### config.mk
export PLATFORM = sky130hd
export DESIGN_NAME = fizzbuzz_tx_sequencer
export DESIGN_NICKNAME = d
export VERILOG_FILES = /design/src/rtl/fizzbuzz_pkg.sv /design/src/rtl/bcd_counter.sv /design/src/rtl/fizzbuzz_tx_sequencer.sv
export SDC_FILE = /design/constraint.sdc
export NUM_CORES = 1
export LEC_CHECK = 0
export BUFFER_PORTS_ARGS = -buffer_cell sky130_fd_sc_hd__buf_4
export CORE_MARGIN = 5
export CORE_UTILIZATION = 30
export CTS_BUF_LIST = sky130_fd_sc_hd__clkbuf_8 sky130_fd_sc_hd__clkbuf_16
export DETAILED_ROUTE_END_ITERATION = 12
export PLACE_DENSITY_LB_ADDON = 0.08
export SYNTH_ARGS = -nofsm -noshare
export SYNTH_HDL_FRONTEND = slang
export SYNTH_SLANG_ARGS = --single-unit
### constraint.sdc
create_clock -name clk -period 3.4 [get_ports clk]
set_input_delay 0.34 -clock clk [delete_from_list [all_inputs] [get_ports clk]]
set_output_delay 0.34 -clock clk [all_outputs]
set_load 0.02 [all_outputs]
### src/rtl/fizzbuzz_pkg.sv
// Shared types and constants for the FizzBuzz UART transmit sequencer.
// Holds the FSM states, ASCII bytes, the word ROM and small elaboration helpers.
package fizzbuzz_pkg;

   typedef enum logic [2:0] {
      S_IDLE,
      S_CLASSIFY,
      S_EMIT_WORD,
      S_EMIT_DIGITS,
      S_EMIT_CR,
      S_EMIT_LF,
      S_NEXT,
      S_DONE
   } state_t;

   localparam logic [7:0] ASCII_F  = 8'h46;
   localparam logic [7:0] ASCII_I  = 8'h69;
   localparam logic [7:0] ASCII_Z  = 8'h7A;
   localparam logic [7:0] ASCII_B  = 8'h42;
   localparam logic [7:0] ASCII_U  = 8'h75;
   localparam logic [7:0] ASCII_CR = 8'h0D;
   localparam logic [7:0] ASCII_LF = 8'h0A;
   localparam logic [7:0] ASCII_0  = 8'h30;

   // "FizzBuzz" is simply the Fizz range followed by the Buzz range
   localparam logic [2:0] FIZZ_FIRST = 3'd0;
   localparam logic [2:0] FIZZ_LAST  = 3'd3;
   localparam logic [2:0] BUZZ_FIRST = 3'd4;
   localparam logic [2:0] BUZZ_LAST  = 3'd7;

   function automatic logic [7:0] word_rom(input logic [2:0] idx);
      logic [7:0] b;
      case (idx)
         3'd0:    b = ASCII_F;
         3'd1:    b = ASCII_I;
         3'd4:    b = ASCII_B;
         3'd5:    b = ASCII_U;
         default: b = ASCII_Z;
      endcase
      return b;
   endfunction

   function automatic int idx_width(input int digits);
      return (digits > 1) ? $clog2(digits) : 1;
   endfunction

   // Elaboration-time binary to packed BCD, used for the terminal value
   function automatic logic [63:0] to_bcd(input int unsigned n);
      logic [63:0] r;
      int unsigned v;
      r = '0;
      v = n;
      for (int i = 0; i < 16; i++) begin
         r[4*i +: 4] = 4'(v % 10);
         v = v / 10;
      end
      return r;
   endfunction

endpackage

### src/rtl/bcd_counter.sv
// Multi-digit BCD incrementer with synchronous load-to-one.
// Also reports the most significant nonzero digit for zero suppression.
module bcd_counter
   import fizzbuzz_pkg::*;
#(
   parameter int DIGITS = 4,
   parameter int IW     = idx_width(DIGITS)
) (
   input  logic                clk,
   input  logic                rst_n,
   input  logic                i_load1,
   input  logic                i_inc,
   output logic [4*DIGITS-1:0] o_count,
   output logic [IW-1:0]       o_msd
);

   localparam int CW = 4 * DIGITS;

   logic [CW-1:0] r_count;
   logic [CW-1:0] w_next;
   logic          w_carry;

   // Ripple the carry from the least significant digit upward
   always_comb begin
      w_next  = r_count;
      w_carry = 1'b1;
      for (int d = 0; d < DIGITS; d++) begin
         if (w_carry) begin
            if (r_count[4*d +: 4] == 4'd9) begin
               w_next[4*d +: 4] = 4'd0;
            end else begin
               w_next[4*d +: 4] = r_count[4*d +: 4] + 4'd1;
               w_carry = 1'b0;
            end
         end
      end
   end

   // Highest nonzero digit wins; a zero count reports digit 0
   always_comb begin
      o_msd = '0;
      for (int d = 0; d < DIGITS; d++) begin
         if (r_count[4*d +: 4] != 4'd0) begin
            o_msd = IW'(d);
         end
      end
   end

   // Count register: load to one at run start, step on request
   always_ff @(posedge clk or negedge rst_n) begin
      if (!rst_n) begin
         r_count <= '0;
      end else if (i_load1) begin
         r_count <= CW'(1);
      end else if (i_inc) begin
         r_count <= w_next;
      end
   end

   assign o_count = r_count;

endmodule

### src/rtl/fizzbuzz_tx_sequencer.sv
// Prints FizzBuzz 1..N_MAX over a valid/ready byte stream, CR LF per line.
// Classification uses mod-3/mod-5 counters; digits come from a BCD counter.
module fizzbuzz_tx_sequencer
   import fizzbuzz_pkg::*;
#(
   parameter int N_MAX  = 100,
   parameter int DIGITS = 4
) (
   input  logic                clk,
   input  logic                rst_n,
   input  logic                start,
   input  logic                abort,
   output logic [7:0]          tx_data,
   output logic                tx_valid,
   input  logic                tx_ready,
   output logic                busy,
   output logic                done,
   output logic [4*DIGITS-1:0] count
);

   localparam int              CW         = 4 * DIGITS;
   localparam int              IW         = idx_width(DIGITS);
   localparam logic [63:0]     NMAX_BCD64 = to_bcd(N_MAX);
   localparam logic [CW-1:0]   NMAX_BCD   = NMAX_BCD64[CW-1:0];

   state_t        r_state;
   state_t        w_state_nxt;
   logic [1:0]    r_mod3;
   logic [2:0]    r_mod5;
   logic [2:0]    r_widx;
   logic [2:0]    r_wend;
   logic [IW-1:0] r_didx;
   logic [IW-1:0] w_msd;
   logic [3:0]    w_digit;
   logic          w_fire;
   logic          w_last;
   logic          w_load;
   logic          w_inc;
   logic          w_classify;
   logic          w_word_adv;
   logic          w_dig_adv;

   bcd_counter #(
      .DIGITS (DIGITS),
      .IW     (IW)
   ) u_bcd (
      .clk     (clk),
      .rst_n   (rst_n),
      .i_load1 (w_load),
      .i_inc   (w_inc),
      .o_count (count),
      .o_msd   (w_msd)
   );

   assign w_fire  = tx_valid & tx_ready;
   assign w_last  = (count == NMAX_BCD);
   assign w_digit = count[4*r_didx +: 4];

   // State register
   always_ff @(posedge clk or negedge rst_n) begin
      if (!rst_n) begin
         r_state <= S_IDLE;
      end else begin
         r_state <= w_state_nxt;
      end
   end

   // Next state, byte mux and datapath strobes; abort acts only at byte boundaries
   always_comb begin
      w_state_nxt = r_state;
      tx_valid    = 1'b0;
      tx_data     = 8'h00;
      busy        = 1'b1;
      done        = 1'b0;
      w_load      = 1'b0;
      w_inc       = 1'b0;
      w_classify  = 1'b0;
      w_word_adv  = 1'b0;
      w_dig_adv   = 1'b0;
      unique case (r_state)
         S_IDLE: begin
            busy = 1'b0;
            if (start && !abort) begin
               w_state_nxt = S_CLASSIFY;
               w_load      = 1'b1;
            end
         end
         S_CLASSIFY: begin
            if (abort) begin
               w_state_nxt = S_IDLE;
            end else begin
               w_classify = 1'b1;
               if (r_mod3 == 2'd0 || r_mod5 == 3'd0) begin
                  w_state_nxt = S_EMIT_WORD;
               end else begin
                  w_state_nxt = S_EMIT_DIGITS;
               end
            end
         end
         S_EMIT_WORD: begin
            tx_valid = 1'b1;
            tx_data  = word_rom(r_widx);
            if (w_fire) begin
               w_word_adv = 1'b1;
               if (abort) begin
                  w_state_nxt = S_IDLE;
               end else if (r_widx == r_wend) begin
                  w_state_nxt = S_EMIT_CR;
               end
            end
         end
         S_EMIT_DIGITS: begin
            tx_valid = 1'b1;
            tx_data  = ASCII_0 | {4'h0, w_digit};
            if (w_fire) begin
               w_dig_adv = 1'b1;
               if (abort) begin
                  w_state_nxt = S_IDLE;
               end else if (r_didx == '0) begin
                  w_state_nxt = S_EMIT_CR;
               end
            end
         end
         S_EMIT_CR: begin
            tx_valid = 1'b1;
            tx_data  = ASCII_CR;
            if (w_fire) begin
               w_state_nxt = abort ? S_IDLE : S_EMIT_LF;
            end
         end
         S_EMIT_LF: begin
            tx_valid = 1'b1;
            tx_data  = ASCII_LF;
            if (w_fire) begin
               if (abort) begin
                  w_state_nxt = S_IDLE;
               end else begin
                  w_state_nxt = w_last ? S_DONE : S_NEXT;
               end
            end
         end
         S_NEXT: begin
            if (abort) begin
               w_state_nxt = S_IDLE;
            end else begin
               w_inc       = 1'b1;
               w_state_nxt = S_CLASSIFY;
            end
         end
         S_DONE: begin
            busy        = 1'b0;
            done        = 1'b1;
            w_state_nxt = S_IDLE;
         end
      endcase
   end

   // Mod counters, word range and digit pointer
   always_ff @(posedge clk or negedge rst_n) begin
      if (!rst_n) begin
         r_mod3 <= 2'd0;
         r_mod5 <= 3'd0;
         r_widx <= 3'd0;
         r_wend <= 3'd0;
         r_didx <= '0;
      end else begin
         if (w_load) begin
            r_mod3 <= 2'd1;
            r_mod5 <= 3'd1;
         end else if (w_inc) begin
            r_mod3 <= (r_mod3 == 2'd2) ? 2'd0 : r_mod3 + 2'd1;
            r_mod5 <= (r_mod5 == 3'd4) ? 3'd0 : r_mod5 + 3'd1;
         end
         if (w_classify) begin
            r_didx <= w_msd;
            if (r_mod3 == 2'd0 && r_mod5 == 3'd0) begin
               r_widx <= FIZZ_FIRST;
               r_wend <= BUZZ_LAST;
            end else if (r_mod3 == 2'd0) begin
               r_widx <= FIZZ_FIRST;
               r_wend <= FIZZ_LAST;
            end else begin
               r_widx <= BUZZ_FIRST;
               r_wend <= BUZZ_LAST;
            end
         end
         if (w_word_adv) begin
            r_widx <= r_widx + 3'd1;
         end
         if (w_dig_adv) begin
            r_didx <= r_didx - IW'(1);
         end
      end
   end

endmodule

==> results_dict.tcl, run 1 <==
set metrics [dict create \
    async_flop_share 1.00 \
    worst_path_max_delay_cell "dfrtp_1" \
    clk_path_buf_depth 2 \
    grt_pass1_wl_mm 9.46 \
    place_hpwl_mm 4.11 \
    grt_pass1_vias 1864 \
    finalCriticalPeriod_ns 2.39 \
    crit_type "reg2out" \
    synth_top_family_by_area "simple AND/OR/NAND/NOR gates" \
    nNetsFinal 296 \
    grt-ovfl-total 0 \
    power_mw 1.35 \
    io_pins 32 \
    finalSetupViolations 0 \
    cp_data_arrival_time_ns 2.05 \
    drive_gt1_frac 0.180 \
    synth_edf_count 0 \
    rsz0062_at_grt "no" \
    die_h_um 94.6 \
    drtAntennaViolNets 0 \
    die_x_um 94.6 \
    max_stage_delay_ns 0.60 \
    synth-adder-area-share 0.0524 \
    fillerInstances 757 \
    syn_nets 270 \
    ys_seq_elements 31 \
    netlist_area_mm2 0.00215 \
    violations "hold timing" \
    area_delta_synth_final_pct 17.9 \
    worstMarginPinSlew_ns 0.560 \
    multiInputGateArea_mm2 0.00126 \
    ctsResizeCount 0 \
    start_util 0.313 \
    yosys.area_share.simple 0.295 \
    final_cell_mix "nor2_1, buf_4, dfrtp_1, a21oi_1, nand2_1" \
    path_max_fanout 13 \
    cts_sinks 31 \
    cts_made_buffers 5 \
    final_common_cell "nor2_1" \
    clk_latency_ns 0.28 \
    hold-worst-slack_ns -0.0185 \
    fin_tns_setup_ns 0 \
    clk_pin_slew_worst_paths_ns 0.07 \
    drt-total-wl_mm 5.62 \
    first_pass_iters 4 \
    drt_iter0_markers 60 \
    drv_slew 0 \
    avgSynthCellArea_um2 8.39 \
    reg2reg_from "r_state[2]" \
    slew_headroom 0.624 \
    cts_tree "built" \
    cellLeakagePower_nw 1.13 \
    run_status "finished, violations left" \
    yosysWarnings 0 \
    port_buffers 30 \
    r2r-end "u_bcd.o_count[15]" \
    powerDensity_mw_per_mm2 531 \
    postCtsHoldBufs 0 \
    gp_congestion 0.807 \
    r2r_slack_ns 1.04 \
    ys_seq_area_frac 0.361 \
    wire_per_inst_um 14.8 \
    core_area_mm2 0.00687 \
    synthCells 256 \
    synth_compound_area_frac 0.137 \
    maxCapViolations 0 \
    die_area_mm2 0.00895 \
    synth_ff_type "dfrtp_1" \
    cts_max_level 2 \
    track_usage 0.136 \
    min_path_type "in2async" \
    fin_crit_sh 0.703 \
    synth.area.mux_share 0.0670 \
    start_kind "register" \
    cts_root_buffer "clkbuf_8" \
    antenna_found_initial 0 \
    fin_skew_ns 0.00303 \
    max_freq_ghz 0.418 \
    cp-end-kind "output port" \
    antenna_cells 0 \
    critPathRequiredTime_ns 3.06 \
    reg2reg_depth 5 \
    seq_area_um2 776 \
    row_count 30 \
    drcViolationCount 0 \
    post_cts_buffers 0 \
    vdd_drop_max_mv 0.137 \
    synth_xor_xnor_area_share 0.0326 \
    worstPathCellList "inv_1 > nor3_1 > nand2_1 > a21oi_1 > buf_4" \
    ys_types 45 \
    drt-vias-per-instance 5.02 \
    finalHoldViolCount 13 \
    grt_max_degree 32 \
    vias 1904 \
]
-- worst max-delay path, delay by kind of cell (launching register included) --
kind,cells,cell delay (ns)
buffers and inverters,2,0.38
and+or+nand+nor,2,0.62
DFF,1,0.60
AOI/OAI and AO/OA,1,0.16
-- worst max path at each step --
stage	from	cells past startpoint	end	slack (ns)
floorplan	r_state[1]	9	r_state[1]	1.37
global placement	r_state[2]	5	u_bcd.o_count[15]	1.04
detailed placement	r_state[2]	5	u_bcd.o_count[15]	1.02
CTS	r_state[2]	5	u_bcd.o_count[15]	1.00
global route	r_state[0]	5	tx_data[3]	0.77
finish	r_state[0]	5	tx_data[3]	1.01
-- layer usage --
metal,GRT usage,wire (um),up-vias
li1,-,-,952
met1,0.188,2810,914
met2,0.211,2520,32
met3,0.0327,234,6
met4,0.0397,61,0
met5,0,0,-
-- stage by stage --
step / setup WS [ns] / instances / utilization / instance area, um2
after floorplan: 1.37 / 256 / - / 2150
after global placement: 1.04 / 371 / 0.357 / 2450
after detailed placement: 1.02 / 371 / 0.357 / 2450
after CTS: 1.00 / 379 / 0.368 / 2530
after global routing: 0.770 / 379 / 0.368 / 2530
final: 1.01 / 379 / 0.368 / 2530
-- cells by family (layout without fill, tap and decap cells) --
logic type	Yosys count	after routing
compound gates	52	52
xor+xnor	8	8
fa+ha+maj	9	9
buf+inv	28	55
flops	31	31
mux	9	9
other cells	1	1
simple gates	118	118
-- sequential cells by signal, summed over array words and instances, names as in the netlist --
register and flops:
r_widx 3, r_wend 2, r_mod5 3, r_mod3 2
r_state 3, r_didx 2, u_bcd.o_count 16
-- area by class of cell --
cell class,count,share of cell area
sequential,31,0.306
multi-input combinational,197,0.497
clock inverter,3,0.00494
timing repair buffer,32,0.0949
tap,96,0.0475
clock buffer,5,0.0272
inverter,15,0.0222
-- where the power goes --
part | internal, mW | switching (mW)
registers | 0.423 | 0.112
logic | 0.223 | 0.302
clock network | 0.138 | 0.148
-- cell usage after synthesis (all sizes together) (5+ instances only) --
cell / n / area (um2)
buf: 5 / 27.5
nor2: 36 / 135
nor4: 5 / 46.3
clkbuf: 8 / 30.0
inv: 15 / 56.3
a21oi: 22 / 110
a31oi: 6 / 37.5
nor3: 16 / 90.1
nand2b: 5 / 31.3
nand2: 20 / 75.1
nor2b: 8 / 50.1
dfrtp: 31 / 776
nand3: 8 / 40.0
ha: 9 / 113
o21ai: 16 / 80.1
Note: power is estimated with default switching activity, not from simulation.
==> inputs of run 2 (changes only) <==
==> constraint.sdc (replaced) <==
create_clock -name clk -period 2.51 [get_ports clk]
set_input_delay 0.251 -clock clk [delete_from_list [all_inputs] [get_ports clk]]
set_output_delay 0.251 -clock clk [all_outputs]
set_load 0.02 [all_outputs]
==> run 2 against run 1 <==
  * The run now ends clean
  * Clock skew up 0.0061 ns
  * Final area up 2.9%
  * Clock power up 40%
  * Combinational power up 49%
  * Core utilization up 1.1 points
  * Non-clock buffer count up 9
  * Clock-buffer cell count unchanged
  * Register-to-register slack worse by 0.56 ns
  * Worst hold slack better by 0.26 ns
  * Sequential cell count unchanged
  * Global-route usage up 0.50 points
  * Total power up 39%
==> results_dict.tcl, run 2 (synthesis gave the netlist of run 1 again) <==
set metrics [dict create \
    die_x_um 94.6 \
    die_h_um 94.6 \
    seq_area_um2 776 \
    multiInputGateArea_mm2 0.00126 \
    track_usage 0.141 \
    fillerInstances 740 \
    drt-vias-per-instance 4.96 \
    worst_path_max_delay_cell "mux4_2" \
    crit_cells 5 \
    start_kind "register" \
    fin_tns_setup_ns 0 \
    drcViolationCount 0 \
    gp_congestion 0.868 \
    r2r-end "r_state[1]" \
    area_delta_synth_final_pct 21.3 \
    r2r_slack_ns 0.48 \
    cts_sinks 31 \
    worstMarginPinSlew_ns 0.549 \
    cts_root_buffer "clkbuf_8" \
    finalCriticalPeriod_ns 2.26 \
    cts_made_buffers 5 \
    core_area_mm2 0.00687 \
    grt_max_degree 32 \
    clk_pin_slew_worst_paths_ns 0.07 \
    maxCapViolations 0 \
    powerDensity_mw_per_mm2 718 \
    port_buffers 30 \
    place_hpwl_mm 4.31 \
    io_pins 32 \
    drv_slew 0 \
    largest_reg_flops 16 \
    cts_tree "built" \
    max_stage_delay_ns 0.56 \
    clk_path_buf_depth 2 \
    drtAntennaViolNets 0 \
    grt_pass1_vias 1919 \
    critPathCapture "tx_data[2]" \
    startpoint "r_didx[1]" \
    power_switching_uw 774 \
    pwr-share-clk 0.213 \
    p_comb_frac 0.419 \
    rsz0062_at_grt "no" \
    worstPathCellList "mux4_2 > mux2_2 > a21oi_1 > nor2_1 > buf_4" \
    crit_buf_inv 1 \
    power_switching_share 0.414 \
    crit_type "reg2out" \
    grt-ovfl-total 0 \
    die_area_mm2 0.00895 \
    first_pass_iters 4 \
    run_status "finished, final reports clean" \
    start_util 0.313 \
    fin_crit_sh 0.900 \
    seqPwrFrac 0.368 \
    fin_ws_ns 0.252 \
    antenna_found_initial 0 \
    slew_headroom 0.633 \
    path_max_fanout 6 \
    cellLeakagePower_nw 1.17 \
    ctsResizeCount 0 \
    drive_gt1_frac 0.205 \
    finalSetupViolations 0 \
    max_freq_ghz 0.443 \
    final_cell_mix "buf_4, nor2_1, dfrtp_1, a21oi_1, nand2_1" \
    row_count 30 \
    vias 1926 \
    drt-total-wl_mm 5.84 \
    clk_latency_ns 0.29 \
    reg2reg_depth 6 \
    post-route-util 0.379 \
    min_path_type "in2reg" \
    wire_per_inst_um 15.0 \
    finalHoldViolCount 0 \
    critPathTopFamily "multiplexers" \
    hold-worst-slack_ns 0.242 \
    nNetsFinal 305 \
    cts_max_level 2 \
    final_common_cell "buf_4" \
    cp-end-kind "output port" \
    critPathRequiredTime_ns 2.26 \
    fin_skew_ns 0.00908 \
    drt_iter0_markers 76 \
    reg2reg_from "r_state[2]" \
    dp_slack_ns 0.499 \
    power.internal_mw 1.10 \
    grt_pass1_wl_mm 9.76 \
    vdd_drop_max_mv 0.188 \
    cp_data_arrival_time_ns 2.01 \
    antenna_cells 0 \
]
-- run 2: cell types whose count changed in the layout (fill, tap and decap cells not counted) --
cell           change
inv_1              -1
dlygate4sd3_1      +1
clkinvlp_4         +1
buf_4              +8
-- run 2: worst reg2reg max path: cells and delay by family (launching register included) --
family,cells,cell delay (ns)
compound gates,3,0.39
fa+ha+maj,1,0.43
flops,1,0.50
mux,1,0.31
simple gates,1,0.27
-- run 2: how the worst min path moves through the flow --
stage	start	end	slack, ns	cells past startpoint
floorplan	rst_n	r_didx[0]	-0.04	0
global placement	rst_n	r_widx[0]	0.23	1
detailed placement	rst_n	r_mod5[0]	0.24	1
CTS	tx_ready	r_widx[1]	0.24	3
global route	tx_ready	r_widx[1]	0.25	3
finish	tx_ready	r_widx[1]	0.24	3
-- run 2: metal layers --
metal | share of wire | up-vias | global-route usage | wire (um)
met5 | 0 | - | 0 | 0
met4 | 0.012 | 0 | 0.0469 | 68
met3 | 0.044 | 6 | 0.0319 | 259
met2 | 0.46 | 35 | 0.230 | 2700
met1 | 0.48 | 920 | 0.185 | 2810
li1 | - | 965 | - | -
-- run 2: cell type report --
type | count | area share
clock buffers | 5 | 0.0264
clock inverters | 3 | 0.00624
multi-input cells | 197 | 0.483
well taps | 96 | 0.0461
flip-flops and latches | 31 | 0.298
repair buffers | 41 | 0.119
inverters | 15 | 0.0216
-- run 2: power groups by stage --
stage / registers [mW] / clock network, mW / logic, mW
after floorplan: 0.648 / 0 / 0.588
after global placement: 0.700 / 0 / 0.788
after detailed placement: 0.699 / 0 / 0.784
after global routing: 0.705 / 0.438 / 0.888
final: 0.688 / 0.399 / 0.783
after CTS: 0.689 / 0.417 / 0.790
-- run 2: what timing repair did --
action / in CTS / in global routing
hold buffers: 1 / 0
buffers inserted: 0 / 0
endpoints found under the hold margin: 31 / 0
endpoints found under the setup margin: 0 / 0
-- run 2: through the flow --
| stage | power [mW] | cells | instance area, um2 |
|---|---|---|---|
| after floorplan | 1.24 | 256 | 2150 |
| after global placement | 1.49 | 379 | 2510 |
| after detailed placement | 1.48 | 379 | 2510 |
| after CTS | 1.90 | 388 | 2610 |
| after global routing | 2.03 | 388 | 2610 |
| final | 1.87 | 388 | 2610 |
